[config.mk]
export PLATFORM = sky130hd
export DESIGN_NAME = rv32i_multicycle_control
export DESIGN_NICKNAME = d
export VERILOG_FILES = /design/src/rtl/rv32i_multicycle_control.sv
export SDC_FILE = /design/constraint.sdc
export NUM_CORES = 1
export LEC_CHECK = 0
export ABC_AREA = 1
export CORE_MARGIN = 5
export CORE_UTILIZATION = 48
export DETAILED_ROUTE_END_ITERATION = 16
export PLACE_DENSITY = 0.8
export SLEW_MARGIN = 20
export SYNTH_ARGS = -nofsm -noshare
export SYNTH_HDL_FRONTEND = slang
export SYNTH_SLANG_ARGS = --single-unit
export TNS_END_PERCENT = 20
[constraint.sdc]
create_clock -name clk -period 1.9 [get_ports clk]
set_input_delay 0.19 -clock clk [delete_from_list [all_inputs] [get_ports clk]]
set_output_delay 0.19 -clock clk [all_outputs]
set_load 0.02 [all_outputs]
[src/rtl/rv32i_multicycle_control.sv]
// Multi-cycle RV32I control FSM: sequences fetch/decode/execute/memory/writeback over a
// shared memory port and shared ALU, with memory ready handshake, trap state and retire counter.
module rv32i_multicycle_control #(
  parameter int EXT_ALU    = 0,
  parameter int ALU_CTRL_W = 3,
  parameter int RET_CNT_W  = 32
) (
  input  logic                  clk,
  input  logic                  rst_n,
  input  logic [6:0]            op_code,
  input  logic [2:0]            func3,
  input  logic [6:0]            func7,
  input  logic                  zero,
  input  logic                  mem_ready,
  output logic                  mem_req,
  output logic                  mem_write,
  output logic                  adr_src,
  output logic                  ir_write,
  output logic                  pc_write,
  output logic                  reg_write,
  output logic [1:0]            result_src,
  output logic [1:0]            alu_src_a,
  output logic [1:0]            alu_src_b,
  output logic [2:0]            imm_type,
  output logic [ALU_CTRL_W-1:0] alu_control,
  output logic                  illegal_instr,
  output logic                  retired,
  output logic [RET_CNT_W-1:0]  ret_count
);

  typedef enum logic [3:0] {
    IDLE, FETCH, DECODE, MEMADR, MEMREAD, MEMWB, MEMWRITE,
    EXECR, EXECI, ALUWB, JAL, BRANCH, TRAP
  } state_t;

  localparam logic [6:0] OP_LOAD   = 7'b0000011;
  localparam logic [6:0] OP_STORE  = 7'b0100011;
  localparam logic [6:0] OP_ALU_R  = 7'b0110011;
  localparam logic [6:0] OP_ALU_I  = 7'b0010011;
  localparam logic [6:0] OP_JAL    = 7'b1101111;
  localparam logic [6:0] OP_BRANCH = 7'b1100011;

  localparam logic [3:0] ALU_ADD = 4'd0;
  localparam logic [3:0] ALU_SUB = 4'd1;

  state_t     state;
  logic [4:0] r_dec;
  logic [4:0] i_dec;
  logic       unused_func7;

  // Returns {legal, alu_op}; SUB only exists for register-register forms.
  function automatic logic [4:0] alu_dec(input logic [2:0] f3, input logic f7_5,
                                         input logic is_r);
    logic       legal;
    logic [3:0] op;
    legal = 1'b1;
    op    = ALU_ADD;
    case (f3)
      3'b000: op = (is_r && f7_5) ? ALU_SUB : ALU_ADD;
      3'b010: op = 4'd5;
      3'b110: op = 4'd3;
      3'b111: op = 4'd2;
      3'b100: begin op = 4'd4; legal = (EXT_ALU != 0); end
      3'b001: begin op = 4'd6; legal = (EXT_ALU != 0); end
      3'b101: begin op = f7_5 ? 4'd8 : 4'd7; legal = (EXT_ALU != 0); end
      3'b011: begin op = 4'd9; legal = (EXT_ALU != 0); end
      default: legal = 1'b0;
    endcase
    return {legal, op};
  endfunction

  assign r_dec        = alu_dec(func3, func7[5], 1'b1);
  assign i_dec        = alu_dec(func3, func7[5], 1'b0);
  assign unused_func7 = ^{func7[6], func7[4:0]};

  always_ff @(posedge clk or negedge rst_n) begin
    if (!rst_n) begin
      state     <= IDLE;
      ret_count <= '0;
    end else begin
      if (retired) ret_count <= ret_count + RET_CNT_W'(1);
      case (state)
        IDLE:     state <= FETCH;
        FETCH:    if (mem_ready) state <= DECODE;
        DECODE: begin
          case (op_code)
            OP_LOAD, OP_STORE: state <= MEMADR;
            OP_ALU_R:          state <= r_dec[4] ? EXECR : TRAP;
            OP_ALU_I:          state <= i_dec[4] ? EXECI : TRAP;
            OP_JAL:            state <= JAL;
            OP_BRANCH:         state <= (func3[2:1] == 2'b00) ? BRANCH : TRAP;
            default:           state <= TRAP;
          endcase
        end
        MEMADR:   state <= (op_code == OP_LOAD) ? MEMREAD : MEMWRITE;
        MEMREAD:  if (mem_ready) state <= MEMWB;
        MEMWB:    state <= FETCH;
        MEMWRITE: if (mem_ready) state <= FETCH;
        EXECR:    state <= ALUWB;
        EXECI:    state <= ALUWB;
        ALUWB:    state <= FETCH;
        JAL:      state <= ALUWB;
        BRANCH:   state <= FETCH;
        TRAP:     state <= TRAP;
        default:  state <= IDLE;
      endcase
    end
  end

  // Outputs decode from the state register; mem_ready and zero add the Mealy terms.
  always_comb begin
    mem_req       = 1'b0;
    mem_write     = 1'b0;
    adr_src       = 1'b0;
    ir_write      = 1'b0;
    pc_write      = 1'b0;
    reg_write     = 1'b0;
    result_src    = 2'b00;
    alu_src_a     = 2'b00;
    alu_src_b     = 2'b00;
    alu_control   = ALU_CTRL_W'(ALU_ADD);
    illegal_instr = 1'b0;
    retired       = 1'b0;
    case (op_code)
      OP_STORE:  imm_type = 3'b001;
      OP_BRANCH: imm_type = 3'b010;
      OP_JAL:    imm_type = 3'b011;
      default:   imm_type = 3'b000;
    endcase
    case (state)
      FETCH: begin
        mem_req    = 1'b1;
        alu_src_b  = 2'b10;
        result_src = 2'b10;
        ir_write   = mem_ready;
        pc_write   = mem_ready;
      end
      DECODE: begin
        alu_src_a = 2'b01;
        alu_src_b = 2'b01;
      end
      MEMADR: begin
        alu_src_a = 2'b10;
        alu_src_b = 2'b01;
      end
      MEMREAD: begin
        mem_req = 1'b1;
        adr_src = 1'b1;
      end
      MEMWB: begin
        result_src = 2'b01;
        reg_write  = 1'b1;
        retired    = 1'b1;
      end
      MEMWRITE: begin
        mem_req   = 1'b1;
        mem_write = 1'b1;
        adr_src   = 1'b1;
        retired   = mem_ready;
      end
      EXECR: begin
        alu_src_a   = 2'b10;
        alu_control = ALU_CTRL_W'(r_dec[3:0]);
      end
      EXECI: begin
        alu_src_a   = 2'b10;
        alu_src_b   = 2'b01;
        alu_control = ALU_CTRL_W'(i_dec[3:0]);
      end
      ALUWB: begin
        reg_write = 1'b1;
        retired   = 1'b1;
      end
      JAL: begin
        alu_src_a = 2'b01;
        alu_src_b = 2'b10;
        pc_write  = 1'b1;
      end
      BRANCH: begin
        alu_src_a   = 2'b10;
        alu_control = ALU_CTRL_W'(ALU_SUB);
        pc_write    = zero ^ func3[0];
        retired     = 1'b1;
      end
      TRAP:    illegal_instr = 1'b1;
      default: ;
    endcase
  end

endmodule

=== Yosys cells after proc, flatten, opt, wreduce, memory -nomap -nowiden ===
Cells that the tools add are included.
W data, S select, Z words.

* Add/subtract/negate cells: 1
* Multiply operators: 0
* Div/mod/pow operators: 0
* $lt $le $gt $ge: 0
* Eq/ne operators: 28
* Shifts and indexed selects: 0
* Muxes and demuxes: 26
* Bitwise logic cells: 1
* Reductions and logical operators: 16

{| class="wikitable"
|+ Operators with widths
! cell !! number
|-
| $pmux W3 S8 || 2
|-
| $add A32 B1 Y32 const B || 1
|-
| $pmux W4 S8 || 1
|-
| $eq A4 B4 Y1 const B || 5
|-
| $pmux W4 S5 || 1
|-
| $eq A4 B3 Y1 const B || 4
|-
| $mux W4 || 4
|-
| $eq A7 B6 Y1 const B || 2
|-
| $eq A7 B7 Y1 const B || 2
|-
| $eq A3 B3 Y1 const B || 4
|-
| $pmux W2 S2 || 3
|-
| $reduce_or A3 Y1 || 4
|-
| $reduce_or A4 Y1 || 3
|-
| $reduce_or A2 Y1 || 5
|-
| $mux W3 || 3
|-
| $pmux W3 S3 || 1
|-
| $eq A4 B2 Y1 const B || 2
|-
| $eq A7 B2 Y1 const B || 1
|-
| $eq A7 B5 Y1 const B || 1
|-
| $mux W1 || 7
|-
| $eq A3 B2 Y1 const B || 2
|-
| $ne A2 B2 Y1 const B || 3
|-
| $pmux W2 S3 || 1
|-
| $eq A4 B1 Y1 const B || 1
|-
| 9 further kinds || 9
|}

* Register bits: 36
* Bits in latches: 0
* Memory bits (writable): 0
* Bits in read-only memories: 0
* Logic and storage cells: 74
* Memories kept: 0

=== Depth between registers and ports, before layout ===
Gate-level depths: netlist of run 1.

* Word-level depth: 5
* Mapped depth: 11
* Gate-level depth less buffers: 10

=== Worst setup path after synthesis of run 1 ===
No wires, ideal clock.

* Path type: register -> output
* Start: reg state[2]
* End: out alu_control[2]
* Arrival: 1.474 ns
* Data required time: 1.710 ns
* Slack: 0.236 ns
* Cell stages (with the launch flop): 6
* Path buffers: 0
* Cell sequence: dfrtp_1 nor2_1 inv_1 nor2_1 nor2_1 a311oi_1

* Word-level cells in the longest chain between the ends: 2

{| class="wikitable"
|+ RTL lines
! item !! RTL line !! text
|-
| from (decl) || 46 || <nowiki>state_t state;</nowiki>
|-
| from (signal assigned) || 88 || <nowiki>OP_ALU_R: state <= r_dec[4] ? EXECR : TRAP;</nowiki>
|-
| from (signal assigned) || 89 || <nowiki>OP_ALU_I: state <= i_dec[4] ? EXECI : TRAP;</nowiki>
|-
| from (signal assigned) || 91 || <nowiki>OP_BRANCH: state <= (func3[2:1] == 2'b00) ? BRANCH : TRAP;</nowiki>
|-
| $eq A4 B4 Y1 or $eq A4 B3 Y1 (tied branches) || 130 || <nowiki>case (state)</nowiki>
|-
| $pmux W3 S3 (*) || 130 ||
|-
| to (decl) || 25 || <nowiki>output logic [ALU_CTRL_W-1:0] alu_control,</nowiki>
|}

Mark *: on every way between the ends. The rest lies on a longest branch, timed or not.

=== Worst setup path after layout of run 1 ===
Ends and elaborated chain as after synthesis.

==> results of run 1 <==
[synthesized netlist by cell type (all sizes together)]
cell type	count
a311oi	1
nand3	24
dfrtp	36
a21boi	1
buf	4
o21ai	16
o22ai	1
nand4	4
xor2	11
conb	1
o221ai	1
a21oi	2
nor2	64
xnor2	10
o311ai	1
nor3	13
inv	49
o2111ai	1
nand2	145
ha	1
o211ai	1
nand3b	5
[metal layers]
layer | GRT usage, % | up-vias
met5 | 0 | -
met4 | 7.02 | 0
met3 | 4.15 | 16
met2 | 36.6 | 103
met1 | 26.9 | 1337
li1 | - | 1420
[path summary, 6_finish.rpt]
check	startpoint	end	slack [ns]
setup / recovery	state[2]	alu_control[2]	0.03
setup reg to reg	state[2]	ret_count[17]	0.12
hold reg to reg	ret_count[19]	ret_count[19]	0.52
min in group clk	ret_count[19]	ret_count[19]	0.52
hold / removal	rst_n	ret_count[17]	-0.01
max in group asynchronous	rst_n	ret_count[23]	1.40
[what timing repair did]
| action | in CTS | in global routing |
|---|---|---|
| setup endpoints to repair | 18 | 15 |
| resized for setup | 32 | 21 |
| hold buffers | 0 | 0 |
| setup buffers | 0 | 0 |
[state kept, by name, indices dropped and copies added (netlist names)]
| name | count |
|---|---|
| ret_count | 32 |
| state | 4 |
[cells by family (layout without fill, tap and decap cells)]
group	count (synthesis)	count (layout)
AO/OA/AOI/OAI	25	25
other	1	1
XOR/XNOR	21	21
flip-flops	36	36
buffers and inverters	53	154
AND/OR/NAND/NOR	255	255
adder cells (fa/ha/maj)	1	1
[report_power, final]
part | switching, µW | internal (µW)
clock | 282 | 293
sequential | 106 | 861
combinational | 958 | 623
total | 1350 | 1780
[cell type report]
class	count	area, µm²
Fill cell	451	1590
Multi-Input combinational cell	303	1480
Sequential cell	36	901
Timing Repair Buffer	97	835
Inverter	49	184
Tap cell	70	87.6
Clock buffer	6	82.6
Clock inverter	2	15.0
[critical path, cell delays in order (launching register included)]
cell	delay, ns
dfrtp_1	0.43
nor2_2	0.17
inv_1	0.09
nor2_1	0.14
nor2_1	0.09
a311oi_2	0.28
buf_4	0.19
[stage by stage]
step | instance area [µm²] | setup slack [ns] | utilization [%] | instances
floorplan | 2590 | 0.236 | - | 392
global route | 3580 | -0.0165 | 69.3 | 563
finish | 3580 | 0.0310 | 69.3 | 563
global placement | 3520 | -0.166 | 68.1 | 555
detailed placement | 3520 | -0.282 | 68.1 | 555
CTS | 3600 | 0.00389 | 69.6 | 563
==> summary.md, run 1 <==
| Metric | Value |
|---|---|
| Outcome | complete, but fails checks |
| Failing checks | hold timing |
| Synth unique cells | 34 |
| Hold Fails Final Rpt | 26 |
| Register clock-pin slew on the reported worst setup and hold paths | 0.07 ns |
| Vias in the first global route | 2833 |
| CTS tree | yes |
| Syn avg cell area | 6.62 µm² |
| Syn Inst Count | 392 |
| Worst setup SP type | register |
| Pre-antenna DRT Iters | 5 |
| Initial Util | 50.2% |
| Highest-count cells in the layout ignoring fill and taps | 142 x nand2_1, 60 x nor2_1, 48 x inv_1 |
| Nets | 514 |
| P&R area growth vs syn | 38.0% |
| Compound-gate portion of the synthesized area | 6.08% |
| PD cells | 872 nW/µm² |
| Largest net degree at the start of global routing | 37 |
| Clock Path Buffers | 2 |
| Worst vdd rail ir drop | 604 µV |
| Worst Path Required | 1.71 ns |
| ANT nets after route | 0 |
| GPL Wtd Cong | 0.960 |
| Met1 Wirelength | 3200 µm |
| Final Slew Violations | 0 |
| Ant. Diodes | 0 |
| Synth area leader | dfrtp_1 |
| Die Y | 83.5 µm |
| Average routed wire per standard cell | 12.9 µm |
| R2R cell count | 10 |
| Synth Register Bits | 36 |
| Crit-path max FO | 3 |
| Mux share of post-synthesis cell area | 0% |
| Initial DRC count | 248 |
| Clock Latency Late Sink | 0.29 ns |
| Grt ovf | 0 |
| Mapped Nets | 414 |
| Uppermost layer routed | met4 |
| CP Data Arrival Time | 1.68 ns |
| Synth top area share | 34.7% |
| Die ar. | 6980 µm² |
| Share of layout cells above drive strength 1 | 14.0% |
| Main combinational cell family by area after synthesis | simple AND/OR/NAND/NOR gates |
| HPWL Detailed | 5880 µm |
| Fmax | 535 MHz |
| Final setup TNS | 0 ns |
| Xor/xnor share of the synthesized area | 7.09% |
| Routed WL | 7290 µm |
| Max-Cap Viols | 0 |
| CTS root buf | clkbuf_8 |
| Met3 Wirelength | 442 µm |
| Synth warnings | 0 |
| Total GRT Usage | 21.3% |
| I/O Buffers | 65 |
| Routed wl met2 | 3510 µm |
| Chip width | 83.5 µm |
| Hold WC Path Type | input port to asynchronous set/reset pin |
| TritonCTS Buffers | 5 |
| Core area | 5170 µm² |
| Most common cell after layout, fill and taps aside | nand2_1 |
| Post-Synth Adder-Cell Area | 0.482% |
| Pin slew with the least headroom to its limit | 0.809 ns |
| Top post-synthesis cells by area | dfrtp_1 35%, nand2_1 21%, nor2_1 8.8% |
| Worst hold margin | -0.0134 ns |
| Static Leak | 0.00174 µW |
| Overall Power | 3120 µW |
| Fin crit share | 98.4% |
| Vias | 2876 |
| Simple-gate portion of the synthesized area | 42.7% |
| Initial antenna violation count | 0 |
| Drc violations | 0 |
| Setup CP Type | register to output port |
| Drt via density | 5.11 |
| CP endpoint kind | output port |
| Fin Clk Skew | 0.00611 ns |
| Rows | 26 |
| H-tree Lvls | 2 |
| Rel. slew slack | 46.1% |
| Final min period | 1.87 ns |
| Clk sinks | 36 |
| Register area share after synthesis | 34.7% |
| First-pass GRT wire length | 12400 µm |
| Ports | 73 |
| Synthesized area | 2590 µm² |
| # setup viols final | 0 |
| RSZ-0062 raised after global routing | yes |
(Power assumes the default switching activity.)
==> run 2: changes to the inputs <==
--- a/config.mk
+++ b/config.mk
@@ -6,10 +6,12 @@
 export NUM_CORES = 1
 export LEC_CHECK = 0
 export ABC_AREA = 1
+export CAP_MARGIN = 20
 export CORE_MARGIN = 5
 export CORE_UTILIZATION = 48
 export DETAILED_ROUTE_END_ITERATION = 16
 export PLACE_DENSITY = 0.8
+export SKIP_CTS_REPAIR_TIMING = 1
 export SLEW_MARGIN = 20
 export SYNTH_ARGS = -nofsm -noshare
 export SYNTH_HDL_FRONTEND = slang
==> constraint.sdc (replaced) <==
create_clock -name clk -period 1.9 [get_ports clk]
set_input_delay 0.19 -clock clk [delete_from_list [all_inputs] [get_ports clk]]
set_output_delay 0.19 -clock clk [all_outputs]
set_load 0.1 [all_outputs]
==> summary.md, run 2 (same netlist as run 1, synthesis figures left out) <==
| Metric | Value |
|---|---|
| Outcome | complete, but fails checks |
| Failing checks | hold timing, setup timing |
| P&R area growth vs syn | 44.1% |
| Pre-antenna DRT Iters | 4 (-1) |
| Routed WL | 7360 µm (+1.0%) |
| CP Cell Sequence | inv_2 > nand2_1 > nor2_4 > nand2_2 > nand3_4 > buf_6 > buf_12 |
| CP Data Arrival Time | 1.74 ns (+0.06 ns) |
| Fin Clk Skew | 0.00936 ns (+0.00325 ns) |
| Worst hold margin | -0.0252 ns (-0.0117 ns) |
| Grt ovf | 0 (unchanged) |
| Rows | 26 (unchanged) |
| Fmax | 518 MHz (-3.1%) |
| Chip width | 83.5 µm (unchanged) |
| Sw frac | 54.3% (+11 points) |
| Worst path slowest cell | dfrtp_2 |
| Utilization of the core after routing | 72.3% (+3.0 points) |
| Worst path bufs/invs | 3 (+1) |
| Static Leak | 0.00179 µW (+2.7%) |
| Worst Path Required | 1.71 ns (about the same) |
| Initial antenna violation count | 0 (unchanged) |
| Comb power frac | 66.2% (+16 points) |
| Ant. Diodes | 0 (unchanged) |
| Die Y | 83.5 µm (unchanged) |
| Worst vdd rail ir drop | 1370 µV (+130%) |
| RSZ-0062 raised after global routing | yes |
| Largest register FFs | 32 (unchanged) |
| Largest net degree at the start of global routing | 37 (unchanged) |
| Clock Path Buffers | 2 (unchanged) |
| Nets | 498 (-3.1%) |
| Clk sinks | 36 (unchanged) |
| Clock Latency Late Sink | 0.30 ns (about the same) |
| Worst path top cell family by delay | simple AND/OR/NAND/NOR gates |
| First-pass GRT wire length | 12400 µm (-0.11%) |
| Most common cell after layout, fill and taps aside | nand2_1 |
| Highest-count cells in the layout ignoring fill and taps | 141 x nand2_1, 55 x nor2_1, 47 x buf_4 |
| Pin slew with the least headroom to its limit | 0.817 ns (+0.00787 ns) |
| # setup viols final | 1 (+1) |
| Top reg by flops | ret_count |
| Crit-path max FO | 10 (+7) |
| Worst setup SP type | register |
| Share of layout cells above drive strength 1 | 23.5% (+9.5 points) |
| Hold WC Path Type | input port to asynchronous set/reset pin |
| H-tree Lvls | 2 (unchanged) |
| CTS root buf | clkbuf_8 |
| Biggest regs | ret_count x32, state x4 |
| Net Switching | 2730 µW (+100%) |
| Max-Cap Viols | 0 (unchanged) |
| Vias | 2827 (-1.7%) |
| Initial Util | 50.2% (unchanged) |
| Die ar. | 6980 µm² (unchanged) |
| Int Power | 2300 µW (+30%) |
| Vias in the first global route | 2740 (-3.3%) |
| Rel. slew slack | 45.5% (-0.52 points) |
| Total GRT Usage | 21.5% (+0.16 points) |
| Setup CP Type | register to output port |
| Final min period | 1.93 ns (+0.0600 ns) |
| Fin crit share | 102% (+3.2 points) |
| Final Slew Violations | 0 (unchanged) |
| Initial DRC count | 178 (-28%) |
| Register clock-pin slew on the reported worst setup and hold paths | 0.08 ns (about the same) |
| Drc violations | 0 (unchanged) |
| Ports | 73 (unchanged) |
| TritonCTS Buffers | 5 (unchanged) |
| Core area | 5170 µm² (unchanged) |
| CP endpoint kind | output port |
| PD cells | 1350 nW/µm² (+55%) |
| Hold Fails Final Rpt | 33 (+27%) |
| Overall Power | 5040 µW (+61%) |
| ANT nets after route | 0 (unchanged) |
| I/O Buffers | 65 (unchanged) |
| Average routed wire per standard cell | 13.5 µm (+4.0%) |
| FF-to-FF setup slack | 0.16 ns (+0.04 ns) |
| Critical Path Max Stage Delay | 0.48 ns (+0.05 ns) |
| CTS tree | yes |
| Final Worst Setup Slack | -0.0290 ns (-0.0600 ns) |
| Clock group share of total power | 13.6% (-4.8 points) |
| Sequential share of power | 20.2% (-11 points) |
| GPL Wtd Cong | 0.966 (+0.64%) |
| Drt via density | 5.17 (+1.2%) |
| HPWL Detailed | 5710 µm (-2.9%) |
[run 2: cell type report]
type / instances / area (µm²)
clock buffer: 5 / 68.8
sequential: 36 / 905
multi-input combinational: 303 / 1570
timing repair buffer: 81 / 885
tap: 70 / 87.6
inverter: 49 / 184
clock inverter: 3 / 42.5
fill: 419 / 1430
[run 2: routing by layer]
metal / part of all wire, % / global-route usage [%] / up-vias
met3: 8.1 / 5.63 / 13
met1: 45 / 28.7 / 1306
met4: 1.5 / 6.29 / 0
met2: 45 / 34.3 / 115
met5: 0 / 0 / -
li1: - / - / 1393
[run 2: per-stage QoR]
stage	hold WS [ns]	cells	setup TNS, ns	setup WS (ns)	instance area [µm²]
CTS	-0.00214	540	-0.537	-0.201	3610
global placement	0.318	532	0	0.0756	3500
finish	-0.0252	547	-0.0290	-0.0290	3740
detailed placement	0.320	532	0	0.0493	3500
floorplan	-0.106	392	-5.54	-0.625	2630
global route	0.0476	547	-0.386	-0.0960	3740
[run 2: power by group through the flow]
stage / clock network, µW / logic [µW] / registers [µW]
after floorplan: 0 / 1750 / 1380
after global placement: 0 / 3110 / 997
after detailed placement: 0 / 3130 / 998
after CTS: 692 / 3150 / 986
after global routing: 729 / 3490 / 1030
final: 684 / 3340 / 1020
[run 2: worst paths after layout]
| check | startpoint | to | cells past startpoint |
|---|---|---|---|
| worst max-delay path | state[0] | retired | 7 |
| worst min-delay path | rst_n | ret_count[8] | 1 |
| worst max register to register | state[0] | ret_count[17] | 9 |
| worst min register to register | ret_count[12] | ret_count[12] | 1 |
| max in group asynchronous | rst_n | state[2] | 1 |
| min in group clk | ret_count[12] | ret_count[12] | 1 |
==> run 3: changes to the inputs <==
--- a/config.mk
+++ b/config.mk
@@ -12,7 +12,6 @@
 export DETAILED_ROUTE_END_ITERATION = 16
 export PLACE_DENSITY = 0.8
 export SKIP_CTS_REPAIR_TIMING = 1
-export SLEW_MARGIN = 20
 export SYNTH_ARGS = -nofsm -noshare
 export SYNTH_HDL_FRONTEND = slang
 export SYNTH_SLANG_ARGS = --single-unit
==> results of run 3 <==
The final DEF is identical to that of run 2; final timing and power are the same.
